**src/rtl/angle_sched_pkg.sv**
```systemverilog
// angle_sched_pkg: shared types for the angle sensor SPI scheduler.
// FSM state encoding, chip-select phase lengths, sensor index type.
package angle_sched_pkg;

  typedef enum logic [2:0] {
    S_IDLE,
    S_ARB,
    S_CS_SETUP,
    S_START,
    S_WAIT_DONE,
    S_CS_HOLD,
    S_STORE
  } state_t;

  localparam int CS_SETUP_CYC = 1;
  localparam int CS_HOLD_CYC  = 1;

  typedef logic [1:0] sens_idx_t;

endpackage

```
**src/rtl/angle_spi_scheduler_rr_mask_picker.sv**
```systemverilog
// rr_mask_picker: lowest enabled, not-yet-polled sensor index >= ptr.
// Ports: mask, done (per-sensor bits), ptr -> idx, found.
module rr_mask_picker
  import angle_sched_pkg::*;
#(
  parameter int NUM_SENSORS = 4
) (
  input  logic [NUM_SENSORS-1:0] mask,
  input  logic [NUM_SENSORS-1:0] done,
  input  sens_idx_t              ptr,
  output sens_idx_t              idx,
  output logic                   found
);

  // Scan downwards so the lowest qualifying index wins.
  always_comb begin
    idx   = '0;
    found = 1'b0;
    for (int i = NUM_SENSORS - 1; i >= 0; i--) begin
      if (mask[i] && !done[i] && i >= int'(ptr)) begin
        idx   = sens_idx_t'(i);
        found = 1'b1;
      end
    end
  end

endmodule

```
**src/rtl/angle_spi_scheduler.sv**
```systemverilog
// angle_spi_scheduler: shares one SPI master between periodic angle
// polls of up to 4 sensors and host command writes.
// Ports: clk/reset, enable, sensor_mask, cmd_* host request,
//   spi_* master handshake, angle_ss_n_o chip selects,
//   angle_* poll result, sweep_done pulse, sticky timeout_err.
module angle_spi_scheduler
  import angle_sched_pkg::*;
#(
  parameter int              NUM_SENSORS = 4,
  parameter int              DATA_W      = 16,
  parameter int              POLL_PERIOD = 50000,
  parameter int              TIMEOUT     = 1023,
  parameter logic [DATA_W-1:0] READ_CMD  = '1
) (
  input  logic                   clk,
  input  logic                   reset,
  input  logic                   enable,
  input  logic [NUM_SENSORS-1:0] sensor_mask,
  input  logic                   cmd_valid,
  output logic                   cmd_ready,
  input  logic [1:0]             cmd_sensor,
  input  logic [DATA_W-1:0]      cmd_data,
  output logic                   spi_start,
  output logic [DATA_W-1:0]      spi_tx_data,
  input  logic                   spi_done,
  input  logic [DATA_W-1:0]      spi_rx_data,
  output logic [NUM_SENSORS-1:0] angle_ss_n_o,
  output logic                   angle_valid,
  output logic [1:0]             angle_sensor,
  output logic [DATA_W-1:0]      angle_data,
  output logic                   sweep_done,
  output logic                   timeout_err
);

  localparam int TW  = $clog2(POLL_PERIOD);
  localparam int TCW = $clog2(TIMEOUT + 1);
  localparam int PHW = 2;

  state_t                 state_q, state_d;
  logic [TW-1:0]          timer_q;
  logic [TCW-1:0]         to_cnt_q;
  logic [PHW-1:0]         ph_cnt_q;
  logic                   sweep_pending_q;
  sens_idx_t              ptr_q;
  sens_idx_t              sel_q;
  logic [NUM_SENSORS-1:0] done_q;
  logic                   is_host_q;
  logic [DATA_W-1:0]      tx_q;
  logic [DATA_W-1:0]      rx_q;
  logic                   sweep_done_q;
  logic                   timeout_err_q;

  logic      tick;
  logic      ss_on;
  logic      accept_host;
  logic      accept_poll;
  logic      end_sweep;
  logic      to_abort;
  logic      cmd_in_range;
  sens_idx_t pick_idx;
  logic      pick_found;

  assign tick = enable && (timer_q == TW'(POLL_PERIOD - 1));
  assign cmd_in_range = int'(cmd_sensor) < NUM_SENSORS;

  rr_mask_picker #(
    .NUM_SENSORS(NUM_SENSORS)
  ) u_picker (
    .mask  (sensor_mask),
    .done  (done_q),
    .ptr   (ptr_q),
    .idx   (pick_idx),
    .found (pick_found)
  );

  always_comb begin
    state_d     = state_q;
    cmd_ready   = 1'b0;
    spi_start   = 1'b0;
    angle_valid = 1'b0;
    ss_on       = 1'b0;
    accept_host = 1'b0;
    accept_poll = 1'b0;
    end_sweep   = 1'b0;
    to_abort    = 1'b0;
    unique case (state_q)
      S_IDLE: begin
        if (sweep_pending_q || tick || cmd_valid)
          state_d = S_ARB;
      end
      S_ARB: begin
        if (cmd_valid) begin
          cmd_ready   = 1'b1;
          accept_host = 1'b1;
          // Out-of-range targets are acknowledged and dropped.
          if (cmd_in_range)
            state_d = S_CS_SETUP;
        end else if (sweep_pending_q && pick_found) begin
          accept_poll = 1'b1;
          state_d     = S_CS_SETUP;
        end else begin
          end_sweep = sweep_pending_q;
          state_d   = S_IDLE;
        end
      end
      S_CS_SETUP: begin
        ss_on = 1'b1;
        if (ph_cnt_q == PHW'(CS_SETUP_CYC - 1))
          state_d = S_START;
      end
      S_START: begin
        ss_on     = 1'b1;
        spi_start = 1'b1;
        state_d   = S_WAIT_DONE;
      end
      S_WAIT_DONE: begin
        ss_on = 1'b1;
        if (spi_done) begin
          state_d = S_CS_HOLD;
        end else if (to_cnt_q >= TCW'(TIMEOUT - 1)) begin
          to_abort = 1'b1;
          state_d  = S_ARB;
        end
      end
      S_CS_HOLD: begin
        ss_on = 1'b1;
        if (ph_cnt_q == PHW'(CS_HOLD_CYC - 1))
          state_d = S_STORE;
      end
      S_STORE: begin
        angle_valid = !is_host_q;
        state_d     = S_ARB;
      end
      default: state_d = S_IDLE;
    endcase
  end

  always_ff @(posedge clk) begin
    if (reset) begin
      state_q         <= S_IDLE;
      timer_q         <= '0;
      to_cnt_q        <= '0;
      ph_cnt_q        <= '0;
      sweep_pending_q <= 1'b0;
      ptr_q           <= '0;
      sel_q           <= '0;
      done_q          <= '0;
      is_host_q       <= 1'b0;
      tx_q            <= '0;
      rx_q            <= '0;
      sweep_done_q    <= 1'b0;
      timeout_err_q   <= 1'b0;
    end else begin
      state_q      <= state_d;
      sweep_done_q <= end_sweep;

      if (!enable || tick)
        timer_q <= '0;
      else
        timer_q <= timer_q + 1'b1;

      // Ticks coalesce into one pending bit; a tick that lands on
      // the end-of-sweep cycle is an overrun and is dropped.
      if (tick)
        sweep_pending_q <= 1'b1;
      if (end_sweep) begin
        sweep_pending_q <= 1'b0;
        ptr_q           <= '0;
        done_q          <= '0;
      end

      if (accept_host) begin
        sel_q     <= cmd_sensor;
        tx_q      <= cmd_data;
        is_host_q <= 1'b1;
      end else if (accept_poll) begin
        sel_q     <= pick_idx;
        tx_q      <= READ_CMD;
        is_host_q <= 1'b0;
      end

      ph_cnt_q <= (state_d != state_q) ? '0 : ph_cnt_q + 1'b1;

      // Counts cycles elapsed since the spi_start cycle.
      if (state_q == S_START)
        to_cnt_q <= TCW'(1);
      else if (state_q == S_WAIT_DONE)
        to_cnt_q <= to_cnt_q + 1'b1;

      if (state_q == S_WAIT_DONE && spi_done)
        rx_q <= spi_rx_data;

      if (to_abort)
        timeout_err_q <= 1'b1;

      // A timed-out poll still counts as visited for this sweep.
      if (!is_host_q && (angle_valid || to_abort)) begin
        done_q[sel_q] <= 1'b1;
        ptr_q         <= sel_q + 2'd1;
      end
    end
  end

  assign angle_ss_n_o = ss_on ? ~(NUM_SENSORS'(1) << sel_q) : '1;
  assign spi_tx_data  = tx_q;
  assign angle_sensor = sel_q;
  assign angle_data   = rx_q;
  assign sweep_done   = sweep_done_q;
  assign timeout_err  = timeout_err_q;

endmodule

```
**config.mk**
```make
export PLATFORM = sky130hd
export DESIGN_NAME = angle_spi_scheduler
export DESIGN_NICKNAME = d
export VERILOG_FILES = /design/src/rtl/angle_sched_pkg.sv /design/src/rtl/angle_spi_scheduler_rr_mask_picker.sv /design/src/rtl/angle_spi_scheduler.sv
export SDC_FILE = /design/constraint.sdc
export NUM_CORES = 1
export LEC_CHECK = 0
export BUFFER_PORTS_ARGS = -buffer_cell sky130_fd_sc_hd__buf_2
export CAP_MARGIN = 20
export CORE_MARGIN = 3
export CORE_UTILIZATION = 30
export CTS_CLUSTER_DIAMETER = 30
export DETAILED_ROUTE_END_ITERATION = 10
export PLACE_DENSITY = 0.54
export REMOVE_ABC_BUFFERS = 1
export SLEW_MARGIN = 20
export SYNTH_ARGS = -nofsm -noshare
export SYNTH_HDL_FRONTEND = slang
export SYNTH_SLANG_ARGS = --single-unit
```
**constraint.sdc**
```tcl
create_clock -name clk -period 4.2 [get_ports clk]
set_input_delay 0.63 -clock clk [delete_from_list [all_inputs] [get_ports clk]]
set_output_delay 0.63 -clock clk [all_outputs]
set_load 0.005 [all_outputs]
```
==> results.py <==
metrics = {
    "outcome": {
        "status": "finished clean",
    },
    "timing": {
        "period_needed_ns": 2.95,
        "clock_skew_ns": 0.00677,
        "finalCritPeriodShare_pct": 70.3,
        "clock.fmax_mhz": 339,
        "finalHoldViolCount": 0,
        "tightest_slew_ns": 0.906,
        "tns_ns": 0,
        "rsz0062_at_grt": "false",
        "slew_violations": 0,
        "finalSetupViolCount": 0,
        "holdWs_ns": 0.422,
        "maxSlewHeadroom_pct": 39.4,
    },
    "worst_setup_path": {
        "crit_arrival_ns": 2.32,
        "start_kind": "register",
        "path_class": "register to primary output",
        "end_kind": "primary output",
        "critPathMaxFanout": 23,
        "cp.required_ns": 3.57,
    },
    "grt": {
        "antenna_found_initial": 0,
        "track_usage_pct": 11.8,
        "grt_start_max_net_pins": 33,
        "grt_first_pass_wirelength_um": 12200,
        "overflow": 0,
        "grt_pass1_vias": 2614,
    },
    "die": {
        "core_area_um2": 10500,
        "die_area_um2": 12300,
        "fp-row-count": 37,
        "start_util_pct": 31.3,
        "fp.dieH_um": 111,
        "fp.dieW_um": 111,
        "ios": 86,
    },
    "drt": {
        "routed_via_density": 4.62,
        "drtIter0Drc": 186,
        "routed_wl_um": 7250,
        "vias": 2787,
        "wl_per_cell_um": 12.0,
        "drc": 0,
        "antenna_left": 0,
        "dr.pass1.iters": 4,
    },
    "synthesis": {
        "synth_area_um2": 3290,
        "ys_async_sr_fraction_pct": 0,
        "ys_seq_area_share_pct": 45.6,
        "synth_top_area_cell": "dfxtp_1",
        "yosysUniqueCellTypes": 53,
        "ys_seq_elements": 75,
        "yosysTopAreaCellShare_pct": 45.6,
        "ys.flop_type": "dfxtp_1",
        "synthTopCellsByArea": "dfxtp_1 (46%), nor2_1 (7.9%), nand2_1 (5.5%), a21oi_1 (4.7%), o21a_1 (3.6%)",
        "synth.avg_cell_area_um2": 8.57,
        "synth-edff-count": 0,
        "yosys_warnings": 0,
        "synth_cells": 384,
    },
    "power": {
        "seq_power_share_pct": 46.3,
        "pwr-share-comb_pct": 7.3,
        "p_leak_uw": 0.00166,
        "cellPowerDensity_nw_per_um2": 398,
        "switching_power_uw": 340,
        "clockPowerShare_pct": 46.4,
        "power.internal_uw": 1270,
        "max-vdd-ir-drop_mv": 0.185,
        "sw_frac_of_total_pct": 21.1,
    },
    "clocking": {
        "cts_max_level": 3,
        "cts_inserted_buffers": 9,
        "cts_sinks": 75,
        "worst_skew_pair.late_latency_ns": 0.34,
        "cts_buffer_depth": 2,
        "post_cts_buffers": 0,
        "hold_buffers": 0,
        "cts_root_buf": "clkbuf_8",
        "clk_pin_slew_ns": 0.08,
        "postCtsResizedCells": 0,
        "cts_tree": "built",
    },
    "placed_design": {
        "placed_area_um2": 3770,
        "post-dp-hpwl_um": 5250,
        "globalplace.congestion": 0.794,
        "io_buffers": 85,
    },
    "finish": {
        "n_antenna_cell": 0,
        "final_common_cell": "buf_2",
        "layout_common_cells": "buf_2 (85), dfxtp_1 (75), nor2_1 (69)",
        "layout-drive-gt1-share_pct": 24.0,
        "synthToLayoutAreaGrowth_pct": 22.8,
        "fin_util_pct": 38.5,
        "num-fill-cells": 1073,
        "final_cell_area_um2": 4040,
        "fin_nets": 513,
    },
    "worst_hold_path": {
        "hp-class": "register to register",
    },
    "flow_run": {
        "cap_violations": 0,
    },
}
[per-stage QoR]
step | instances | setup WS, ns | total power, µW
floorplan | 365 | 2.15 | 821
global placement | 587 | 1.67 | 879
detailed placement | 587 | 1.63 | 881
CTS | 603 | 1.23 | 1640
global route | 603 | 0.989 | 1690
finish | 603 | 1.25 | 1610
[power by group through the flow]
stage | clock (µW) | sequential (µW) | combinational [µW]
detailed placement | 0 | 762 | 119
global placement | 0 | 762 | 117
global route | 807 | 749 | 134
floorplan | 0 | 761 | 59.8
finish | 748 | 746 | 117
CTS | 776 | 746 | 119
[cells in the mapped netlist (3+ instances only)]
master / n
buf_2: 4
clkbuf_1: 7
nand2b_1: 4
nor3b_1: 4
o21a_1: 16
xor2_1: 13
nor3_1: 7
nand3_1: 5
buf_6: 3
nand3b_1: 3
nor2_1: 69
a21oi_1: 31
xnor2_1: 7
a22o_1: 4
dfxtp_1: 75
nand4_1: 5
o21ai_0: 8
or3_1: 3
ha_1: 8
nand2_1: 48
a31oi_1: 5
and2_1: 5
inv_1: 10
[logic make-up after synthesis]
kind of cell / synth area share (%)
AND/OR/NAND/NOR: 26.3
AO/OA/AOI/OAI: 14.7
adder cells (fa/ha/maj): 3.04
buffers and inverters: 4.98
XOR/XNOR: 5.32
flip-flops: 45.6
[sequential cells by signal (all words and copies together) (netlist names), 2 cells and up]
signal and cells:
angle_sensor 2, done_q 4, angle_data 16, to_cnt_q 10, timer_q 16, ptr_q 2, ph_cnt_q 2, spi_tx_data 16
state_q 3
[layout make-up]
| type | instances | area, µm² | area share [%] |
|---|---|---|---|
| Timing Repair Buffer | 86 | 433 | 10.7 |
| Multi-Input combinational cell | 280 | 1630 | 40.2 |
| Tap cell | 136 | 170 | 4.21 |
| Inverter | 10 | 37.5 | 0.928 |
| Clock inverter | 4 | 120 | 2.97 |
| Sequential cell | 75 | 1500 | 37.1 |
| Clock buffer | 12 | 155 | 3.84 |
[worst max-delay path, stage by stage (launching register included)]
cell and delay (ns):
dfxtp_1 0.60, and2b_1 0.26, nand3b_1 0.64, inv_1 0.27, buf_2 0.21
[final timing paths]
kind | endpoint | startpoint | cells past startpoint | slack [ns]
setup / recovery | cmd_ready | state_q[1] | 4 | 1.25
hold / removal | ph_cnt_q[0] | ph_cnt_q[0] | 1 | 0.42
hold reg to reg | ph_cnt_q[0] | ph_cnt_q[0] | 1 | 0.42
setup reg to reg | angle_sensor[0] | state_q[1] | 6 | 1.74
[routing by layer]
layer / track usage (%) / part of all wire (%) / vias to the layer above
li1: - / - / 1458
met1: 15.4 / 49 / 1247
met2: 17.7 / 42 / 76
met3: 5.24 / 8.4 / 6
met4: 3.20 / 0.81 / 0
met5: 0 / 0 / -
Power figures use the tool's default switching activity.
